$ cat config.mk
export PLATFORM = sky130hd
export DESIGN_NAME = calc_sequencer
export DESIGN_NICKNAME = d
export VERILOG_FILES = /design/src/rtl/calc_sequencer.sv
export SDC_FILE = /design/constraint.sdc
export NUM_CORES = 1
export LEC_CHECK = 0
export CAP_MARGIN = 15
export CORE_ASPECT_RATIO = 0.75
export CORE_MARGIN = 1
export CORE_UTILIZATION = 30
export CTS_CLUSTER_SIZE = 40
export DETAILED_ROUTE_END_ITERATION = 10
export GPL_ROUTABILITY_DRIVEN = 0
export PLACE_DENSITY = 0.52
export SETUP_SLACK_MARGIN = 0.3
export SLEW_MARGIN = 20
export SYNTH_ARGS = -nofsm -noshare
export SYNTH_HDL_FRONTEND = slang
export SYNTH_SLANG_ARGS = --single-unit
$ cat constraint.sdc
create_clock -name clk -period 5.2 [get_ports clk]
set_input_delay 1.04 -clock clk [delete_from_list [all_inputs] [get_ports clk]]
set_output_delay 1.04 -clock clk [all_outputs]
set_load 0.005 [all_outputs]
$ cat src/rtl/calc_sequencer.sv
// Keypad calculator sequencer: turns digit/operator/equals/clear strobes
// into registered load pulses and data for external A, B, opcode and
// result registers.
// Ports:
//   clk, reset      - clock, synchronous active-high reset
//   digit_valid/digit, op_valid/op, eq_valid, clr - keypad strobes
//   entry_val       - operand data (registered accumulator)
//   op_out          - opcode data
//   load_a/b/op/res - one-cycle load enables
//   a_src_res       - A input mux select (1 = ALU result)
//   state, res_valid, err - status
module calc_sequencer #(
    parameter int BITS = 8
) (
    input  logic            clk,
    input  logic            reset,
    input  logic            digit_valid,
    input  logic [3:0]      digit,
    input  logic            op_valid,
    input  logic [1:0]      op,
    input  logic            eq_valid,
    input  logic            clr,
    output logic [BITS-1:0] entry_val,
    output logic [1:0]      op_out,
    output logic            load_a,
    output logic            load_b,
    output logic            load_op,
    output logic            load_res,
    output logic            a_src_res,
    output logic [1:0]      state,
    output logic            res_valid,
    output logic            err
);

    typedef enum logic [1:0] {
        ENTRY_A = 2'd0,
        ENTRY_B = 2'd1,
        EXEC    = 2'd2,
        RESULT  = 2'd3
    } state_t;

    state_t          state_q, state_d;
    logic [BITS-1:0] acc_q, acc_d;
    logic [1:0]      op_q, op_d;
    logic            load_a_q, load_a_d;
    logic            load_b_q, load_b_d;
    logic            load_op_q, load_op_d;
    logic            load_res_q, load_res_d;
    logic            a_src_res_q, a_src_res_d;
    logic            res_valid_q, res_valid_d;
    logic            err_q, err_d;

    // Accumulate at BITS+4 bits so acc*10+digit can never wrap.
    logic [BITS+3:0] acc_new;
    logic            acc_ovf;
    logic            digit_ok;

    assign acc_new  = ({4'b0, acc_q} * (BITS+4)'(10))
                    + (BITS+4)'(digit);
    assign acc_ovf  = |acc_new[BITS+3:BITS];
    assign digit_ok = digit_valid && (digit <= 4'd9);

    always_comb begin
        state_d     = state_q;
        acc_d       = acc_q;
        op_d        = op_q;
        err_d       = err_q;
        load_a_d    = 1'b0;
        load_b_d    = 1'b0;
        load_op_d   = 1'b0;
        load_res_d  = 1'b0;
        a_src_res_d = 1'b0;

        if (clr) begin
            acc_d     = '0;
            op_d      = 2'd0;
            err_d     = 1'b0;
            load_a_d  = 1'b1;
            load_b_d  = 1'b1;
            load_op_d = 1'b1;
            state_d   = ENTRY_A;
        end else if (state_q == EXEC) begin
            // Single execute cycle; every strobe but clr is dropped.
            state_d = RESULT;
        end else if (eq_valid) begin
            if (state_q == ENTRY_B) begin
                load_res_d = 1'b1;
                state_d    = EXEC;
            end
        end else if (op_valid) begin
            op_d      = op;
            load_op_d = 1'b1;
            unique case (state_q)
                ENTRY_A: begin
                    acc_d    = '0;
                    load_b_d = 1'b1;
                    state_d  = ENTRY_B;
                end
                ENTRY_B: begin
                end
                RESULT: begin
                    // Chain: result becomes A, start a fresh B.
                    acc_d       = '0;
                    load_a_d    = 1'b1;
                    a_src_res_d = 1'b1;
                    load_b_d    = 1'b1;
                    state_d     = ENTRY_B;
                end
                default: begin
                end
            endcase
        end else if (digit_ok) begin
            unique case (state_q)
                ENTRY_A, ENTRY_B: begin
                    if (acc_ovf) begin
                        err_d = 1'b1;
                    end else begin
                        acc_d    = acc_new[BITS-1:0];
                        load_a_d = (state_q == ENTRY_A);
                        load_b_d = (state_q == ENTRY_B);
                    end
                end
                RESULT: begin
                    // New calculation; B keeps its old value.
                    acc_d    = BITS'(digit);
                    load_a_d = 1'b1;
                    state_d  = ENTRY_A;
                end
                default: begin
                end
            endcase
        end

        res_valid_d = (state_d == RESULT);
    end

    always_ff @(posedge clk) begin
        if (reset) begin
            state_q     <= ENTRY_A;
            acc_q       <= '0;
            op_q        <= 2'd0;
            err_q       <= 1'b0;
            load_a_q    <= 1'b0;
            load_b_q    <= 1'b0;
            load_op_q   <= 1'b0;
            load_res_q  <= 1'b0;
            a_src_res_q <= 1'b0;
            res_valid_q <= 1'b0;
        end else begin
            state_q     <= state_d;
            acc_q       <= acc_d;
            op_q        <= op_d;
            err_q       <= err_d;
            load_a_q    <= load_a_d;
            load_b_q    <= load_b_d;
            load_op_q   <= load_op_d;
            load_res_q  <= load_res_d;
            a_src_res_q <= a_src_res_d;
            res_valid_q <= res_valid_d;
        end
    end

    assign entry_val = acc_q;
    assign op_out    = op_q;
    assign load_a    = load_a_q;
    assign load_b    = load_b_q;
    assign load_op   = load_op_q;
    assign load_res  = load_res_q;
    assign a_src_res = a_src_res_q;
    assign state     = state_q;
    assign res_valid = res_valid_q;
    assign err       = err_q;

endmodule

==> results of run 1 <==
==> how the worst max path moves through the flow <==
stage / from / to / slack [ps]
global placement: digit[2] / entry_val[2] / 1790
global route: digit[2] / entry_val[2] / 1870
finish: digit[2] / entry_val[3] / 1980
detailed placement: digit[2] / entry_val[3] / 1750
floorplan: entry_val[1] / entry_val[0] / 2480
CTS: digit[2] / entry_val[3] / 1990
==> through the flow <==
| step | cells | cell area (µm²) | hold WS [ps] | utilization, % | setup slack, ps |
|---|---|---|---|---|---|
| CTS | 253 | 1830 | 466 | 40.5 | 1990 |
| detailed placement | 249 | 1790 | 455 | 39.5 | 1750 |
| floorplan | 166 | 1430 | 453 | - | 2480 |
| global route | 253 | 1830 | 473 | 40.5 | 1870 |
| global placement | 249 | 1790 | 444 | 39.5 | 1790 |
| finish | 253 | 1830 | 465 | 40.5 | 1980 |
==> critical path, stage by stage <==
cell             delay [ps]
clkdlybuf4s50_1         470
ha_1                    330
a21o_1                  160
a21oi_1                 380
nor4_2                  110
mux2_4                  340
a31oi_4                 340
mux2i_1                 240
==> per-layer routing <==
layer | track usage, % | routed length, µm | up-vias
li1 | - | - | 650
met1 | 20.5 | 1760 | 600
met2 | 21.4 | 1350 | 36
met3 | 3.80 | 182 | 2
met4 | 3.01 | 21 | 0
met5 | 0 | 0 | -
==> synthesized netlist by cell type, types with 2 or more instances <==
| master | count |
|---|---|
| nand3_1 | 4 |
| clkbuf_1 | 3 |
| dfxtp_1 | 19 |
| a21oi_2 | 2 |
| nor3_1 | 8 |
| o21ai_0 | 5 |
| nand2b_1 | 2 |
| a21o_1 | 3 |
| nor2_1 | 9 |
| a311oi_1 | 2 |
| a21oi_1 | 10 |
| xnor2_1 | 4 |
| mux2i_1 | 7 |
| nand2_1 | 28 |
| ha_1 | 21 |
| or2_1 | 2 |
| a211oi_1 | 6 |
| inv_1 | 8 |
| fa_1 | 2 |
==> power groups by stage <==
| stage | clock [mW] | sequential, mW | combinational, mW |
|---|---|---|---|
| after detailed placement | 0 | 0.155 | 0.0563 |
| final | 0.104 | 0.151 | 0.0567 |
| after global placement | 0 | 0.155 | 0.0554 |
| after CTS | 0.106 | 0.151 | 0.0567 |
| after global routing | 0.114 | 0.152 | 0.0628 |
| after floorplan | 0 | 0.154 | 0.0320 |
==> area by class of cell <==
| cell class | instances | area, µm² |
|---|---|---|
| fillers | 467 | 2690 |
| well taps | 57 | 71.3 |
| inverters | 8 | 30.0 |
| repair buffers | 30 | 300 |
| multi-input cells | 135 | 1000 |
| clock inverters | 1 | 5.00 |
| flip-flops and latches | 19 | 380 |
| clock buffers | 3 | 41.3 |
==> kinds of logic (layout without fill, tap and decap cells) <==
| logic type | Yosys count | after routing | synth area share, % |
|---|---|---|---|
| mux | 9 | 9 | 6.74 |
| simple gates | 62 | 62 | 20.6 |
| buf+inv | 12 | 42 | 3.24 |
| fa+ha+maj | 23 | 23 | 21.2 |
| xor+xnor | 5 | 5 | 3.06 |
| compound gates | 36 | 36 | 18.5 |
| flops | 19 | 19 | 26.6 |
==> registers in the layout (all words and copies together) (netlist names) <==
signal and cells:
op_out 2, state 2, res_valid 1, load_b 1, load_a 1, load_res 1
err 1, a_src_res 1, load_op 1, entry_val 8
==> flow_metrics.tcl, run 1 <==
set metrics [dict create \
    slew_headroom_pct 61.5 \
    cts-root-buf "clkbuf_8" \
    ant_nets 0 \
    drive_gt1_share_pct 7.65 \
    fin_crit_sh_pct 62.0 \
    die_y_um 61.8 \
    syn_inst 166 \
    synthDistinctLibCells 40 \
    wire_per_inst_um 13.1 \
    start_util_pct 31.6 \
    cp_data_required_time_ps 5380 \
    postCtsSetupBuffers 0 \
    synth_seq_cells 19 \
    fin_nets 232 \
    dpl.hpwl_mm 2.68 \
    cts-buffers-inserted 3 \
    fmax_mhz 310 \
    r2r_slack_ps 2200 \
    finalPower_mw 0.312 \
    synth_top_area_share_pct 26.6 \
    fin_crit_ps 3220 \
    power.share.switching_pct 26.3 \
    hold_path_class "reg2reg" \
    core_mm2 0.00452 \
    rsz0062_at_grt "false" \
    ctsResizeCount 0 \
    synthArstFlopShare_pct 0 \
    synth_top_area_cell "dfxtp_1" \
    cts_tree "done" \
    power_switching_mw 0.0820 \
    r2r_end "entry_val[3]" \
    netlist_top_cells_area "dfxtp_1 (27%), ha_1 (18%), nand2_1 (7.3%), mux2i_1 (4.9%), a21oi_1 (3.5%)" \
    final_cell_mix "clkdlybuf4s50_1 (30), nand2_1 (28), ha_1 (21)" \
    die_w_um 81.7 \
    whs_endpoint "op_out[1]" \
    peakVddDrop_uv 74.7 \
    crit_arrival_ps 3410 \
    synth_edf_count 0 \
    num_vias 1288 \
    synthesis.nets 201 \
    path_class "in2reg" \
    hold_buffers 0 \
    drtIter0Drc 68 \
    synth_warnings 0 \
    cts.reportedPaths.clkPinSlew_ps 70 \
    cap_violations 0 \
    avgSynthCellArea_um2 8.62 \
    clock_skew_ps 4.29 \
    setup_tns_ps 0 \
    antenna_found_initial 0 \
    p_per_area_mw_per_mm2 170 \
    p_leak_nw 0.767 \
    drv_slew 0 \
    via_per_inst 5.09 \
    tightest_slew_ps 576 \
    crit_fanout 8 \
    cp-start-kind "primary input" \
    pwr-share-seq_pct 48.5 \
    synth_ff_type "dfxtp_1" \
    drc 0 \
    cp-end-kind "register" \
    hold_depth 2 \
    portBuffers 30 \
    final-hold-violation-count 0 \
    wl_mm 3.32 \
    fp.dieArea_mm2 0.00505 \
    intPower_mw 0.230 \
    final-setup-viol-count 0 \
    grt_pass1_vias 1150 \
    r2r_cells 9 \
    grt.overflow.total 0 \
    yosysSeqAreaShare_pct 26.6 \
    synth_area_mm2 0.00143 \
    combPwrFrac_pct 18.2 \
    worstHoldStart "op_out[1]" \
    grt_usage_pct 14.3 \
    status "completed" \
    insertion_delay_ps 260 \
    reg2reg_from "entry_val[1]" \
    clock_sinks 19 \
    cts_buffer_depth 2 \
    grt_pass1_wl_mm 5.42 \
    area_growth_pct 28.1 \
    num_io_pins 31 \
    fp-row-count 21 \
    first_pass_iters 4 \
    clockPowerShare_pct 33.3 \
    diodes 0 \
    grt_start_max_net_pins 16 \
    mostFrequentLayoutCell "clkdlybuf4s50_1" \
    htreeDepth 1 \
]
Power figures use the tool's default switching activity.
==> run 2, diff against run 1 <==
==> constraint.sdc (replaced) <==
create_clock -name clk -period 3.1 [get_ports clk]
set_input_delay 0.62 -clock clk [delete_from_list [all_inputs] [get_ports clk]]
set_output_delay 0.62 -clock clk [all_outputs]
set_load 0.005 [all_outputs]
==> run 2 against run 1 <==
Clock power rose by 69%. Largest cell class unchanged. Critical endpoint is now entry_val[0]. Hold slack got worse by 6.4 ps. Final cell count rose by 4.3%. Sequential power rose by 68%.
==> flow_metrics.tcl, run 2 (same netlist as run 1, synthesis figures left out) <==
set metrics [dict create \
    status "completed" \
    crit_fanout 8 \
    final-hold-violation-count 0 \
    mostFrequentLayoutCell "clkdlybuf4s50_1" \
    fin_crit_ps 2690 \
    grt_start_max_net_pins 15 \
    cp-start-kind "register" \
    core_mm2 0.00452 \
    hold_path_class "reg2reg" \
    cp-end-kind "register" \
    drtIter0Drc 27 \
    drc 0 \
    portBuffers 30 \
    htreeDepth 1 \
    cts_buffer_depth 2 \
    drv_slew 0 \
    fp.dieArea_mm2 0.00505 \
    setup_tns_ps 0 \
    rsz0062_at_grt "false" \
    die_y_um 61.8 \
    slew_headroom_pct 61.3 \
    first_pass_iters 4 \
    tightest_slew_ps 579 \
    grt_pass1_wl_mm 5.95 \
    via_per_inst 5.00 \
    grt_pass1_vias 1255 \
    cp_data_required_time_ps 3280 \
    fin_crit_sh_pct 86.9 \
    path_class "reg2reg" \
    grt_usage_pct 15.8 \
    cts_tree "done" \
    insertion_delay_ps 260 \
    dpl.hpwl_mm 2.83 \
    cts.reportedPaths.clkPinSlew_ps 70 \
    p_leak_nw 0.809 \
    slowest_stage "fa_2" \
    final_cell_mix "clkdlybuf4s50_1 (30), nand2_1 (28), ha_1 (16)" \
    cts-buffers-inserted 3 \
    cap_violations 0 \
    clock_skew_ps 1.95 \
    wire_per_inst_um 13.7 \
    peakVddDrop_uv 155 \
    largest_reg_flops 8 \
    crit_arrival_ps 2880 \
    drive_gt1_share_pct 18.4 \
    die_w_um 81.7 \
    clock_sinks 19 \
    antenna_found_initial 0 \
    worstPathCellList "ha_4 > ha_4 > fa_2 > nand2_1 > or2_1 > nor4_2 > mux2_4 > a31oi_4 > buf_12 > mux2i_2" \
    critPathMaxStageDelay_ps 540 \
    start_util_pct 31.6 \
    hold-worst-slack_ps 459 \
    area_growth_pct 39.5 \
    p_per_area_mw_per_mm2 271 \
    num_vias 1319 \
    diodes 0 \
    fin_nets 243 \
    cp_common_cell "ha_4" \
    num_io_pins 31 \
    grt.overflow.total 0 \
    fmax_mhz 371 \
    fp-row-count 21 \
    final-setup-viol-count 0 \
    ant_nets 0 \
    cts-root-buf "clkbuf_8" \
    crit_buf_inv 1 \
    wl_mm 3.60 \
    path_delay_family "adder cells" \
]
## run 2: cell types whose count changed in the layout (fill, tap and decap cells not counted), moves of 2 or more
cell	delta
dfxtp_1	-4
dfxtp_2	+3
fa_1	-2
fa_2	+2
buf_4	+10
ha_4	+4
ha_1	-5
## run 2: cell type report
type,instances,area [µm²]
repair buffers,41,395
clock inverters,1,5.00
well taps,57,71.3
fillers,466,2520
clock buffers,3,41.3
flip-flops and latches,19,388
inverters,8,30.0
multi-input cells,135,1060
## run 2: stage by stage
stage	setup slack [ps]	cell area, µm²	power, mW	std cells	util (%)
after floorplan	377	1430	0.313	166	-
after detailed placement	16.9	1830	0.359	255	40.5
after CTS	252	1980	0.543	264	43.7
after global placement	160	1830	0.357	255	40.5
after global routing	304	2000	0.566	264	44.2
final	407	2000	0.540	264	44.2
## run 2: power by group
group,internal [mW],total [mW],switching (mW)
registers,0.249,0.253,0.00407
clock network,0.0895,0.176,0.0862
logic,0.0585,0.111,0.0527
total,0.397,0.540,0.143
## run 2: path summary, 6_finish.rpt
path / start / endpoint / slack (ps) / cells after the start
hold reg to reg: op_out[0] / op_out[0] / 460 / 2
setup reg to reg: entry_val[3] / entry_val[0] / 410 / 10
hold / removal: op_out[0] / op_out[0] / 460 / 2
setup / recovery: entry_val[3] / entry_val[0] / 410 / 10
## run 2: per-layer routing
| metal | share of wire (%) | GRT usage [%] | wire, µm |
|---|---|---|---|
| met1 | 52 | 21.7 | 1880 |
| met2 | 43 | 25.1 | 1550 |
| met3 | 3.9 | 4.09 | 142 |
| met4 | 0.94 | 3.01 | 34 |
| met5 | 0 | 0 | 0 |
## run 2: worst reg2reg max path, cell delays in order, from the launching register on
cell	delay [ps]
dfxtp_2	340
ha_4	240
ha_4	160
fa_2	540
nand2_1	60
or2_1	240
nor4_2	190
mux2_4	350
a31oi_4	160
buf_12	150
mux2i_2	190
## run 2: repair_timing
action,4_1_cts,5_1_grt
pin swaps,6,3
hold buffers,0,0
setup buffers,5,0
endpoints found under the setup margin,8,9
resized for setup,11,3
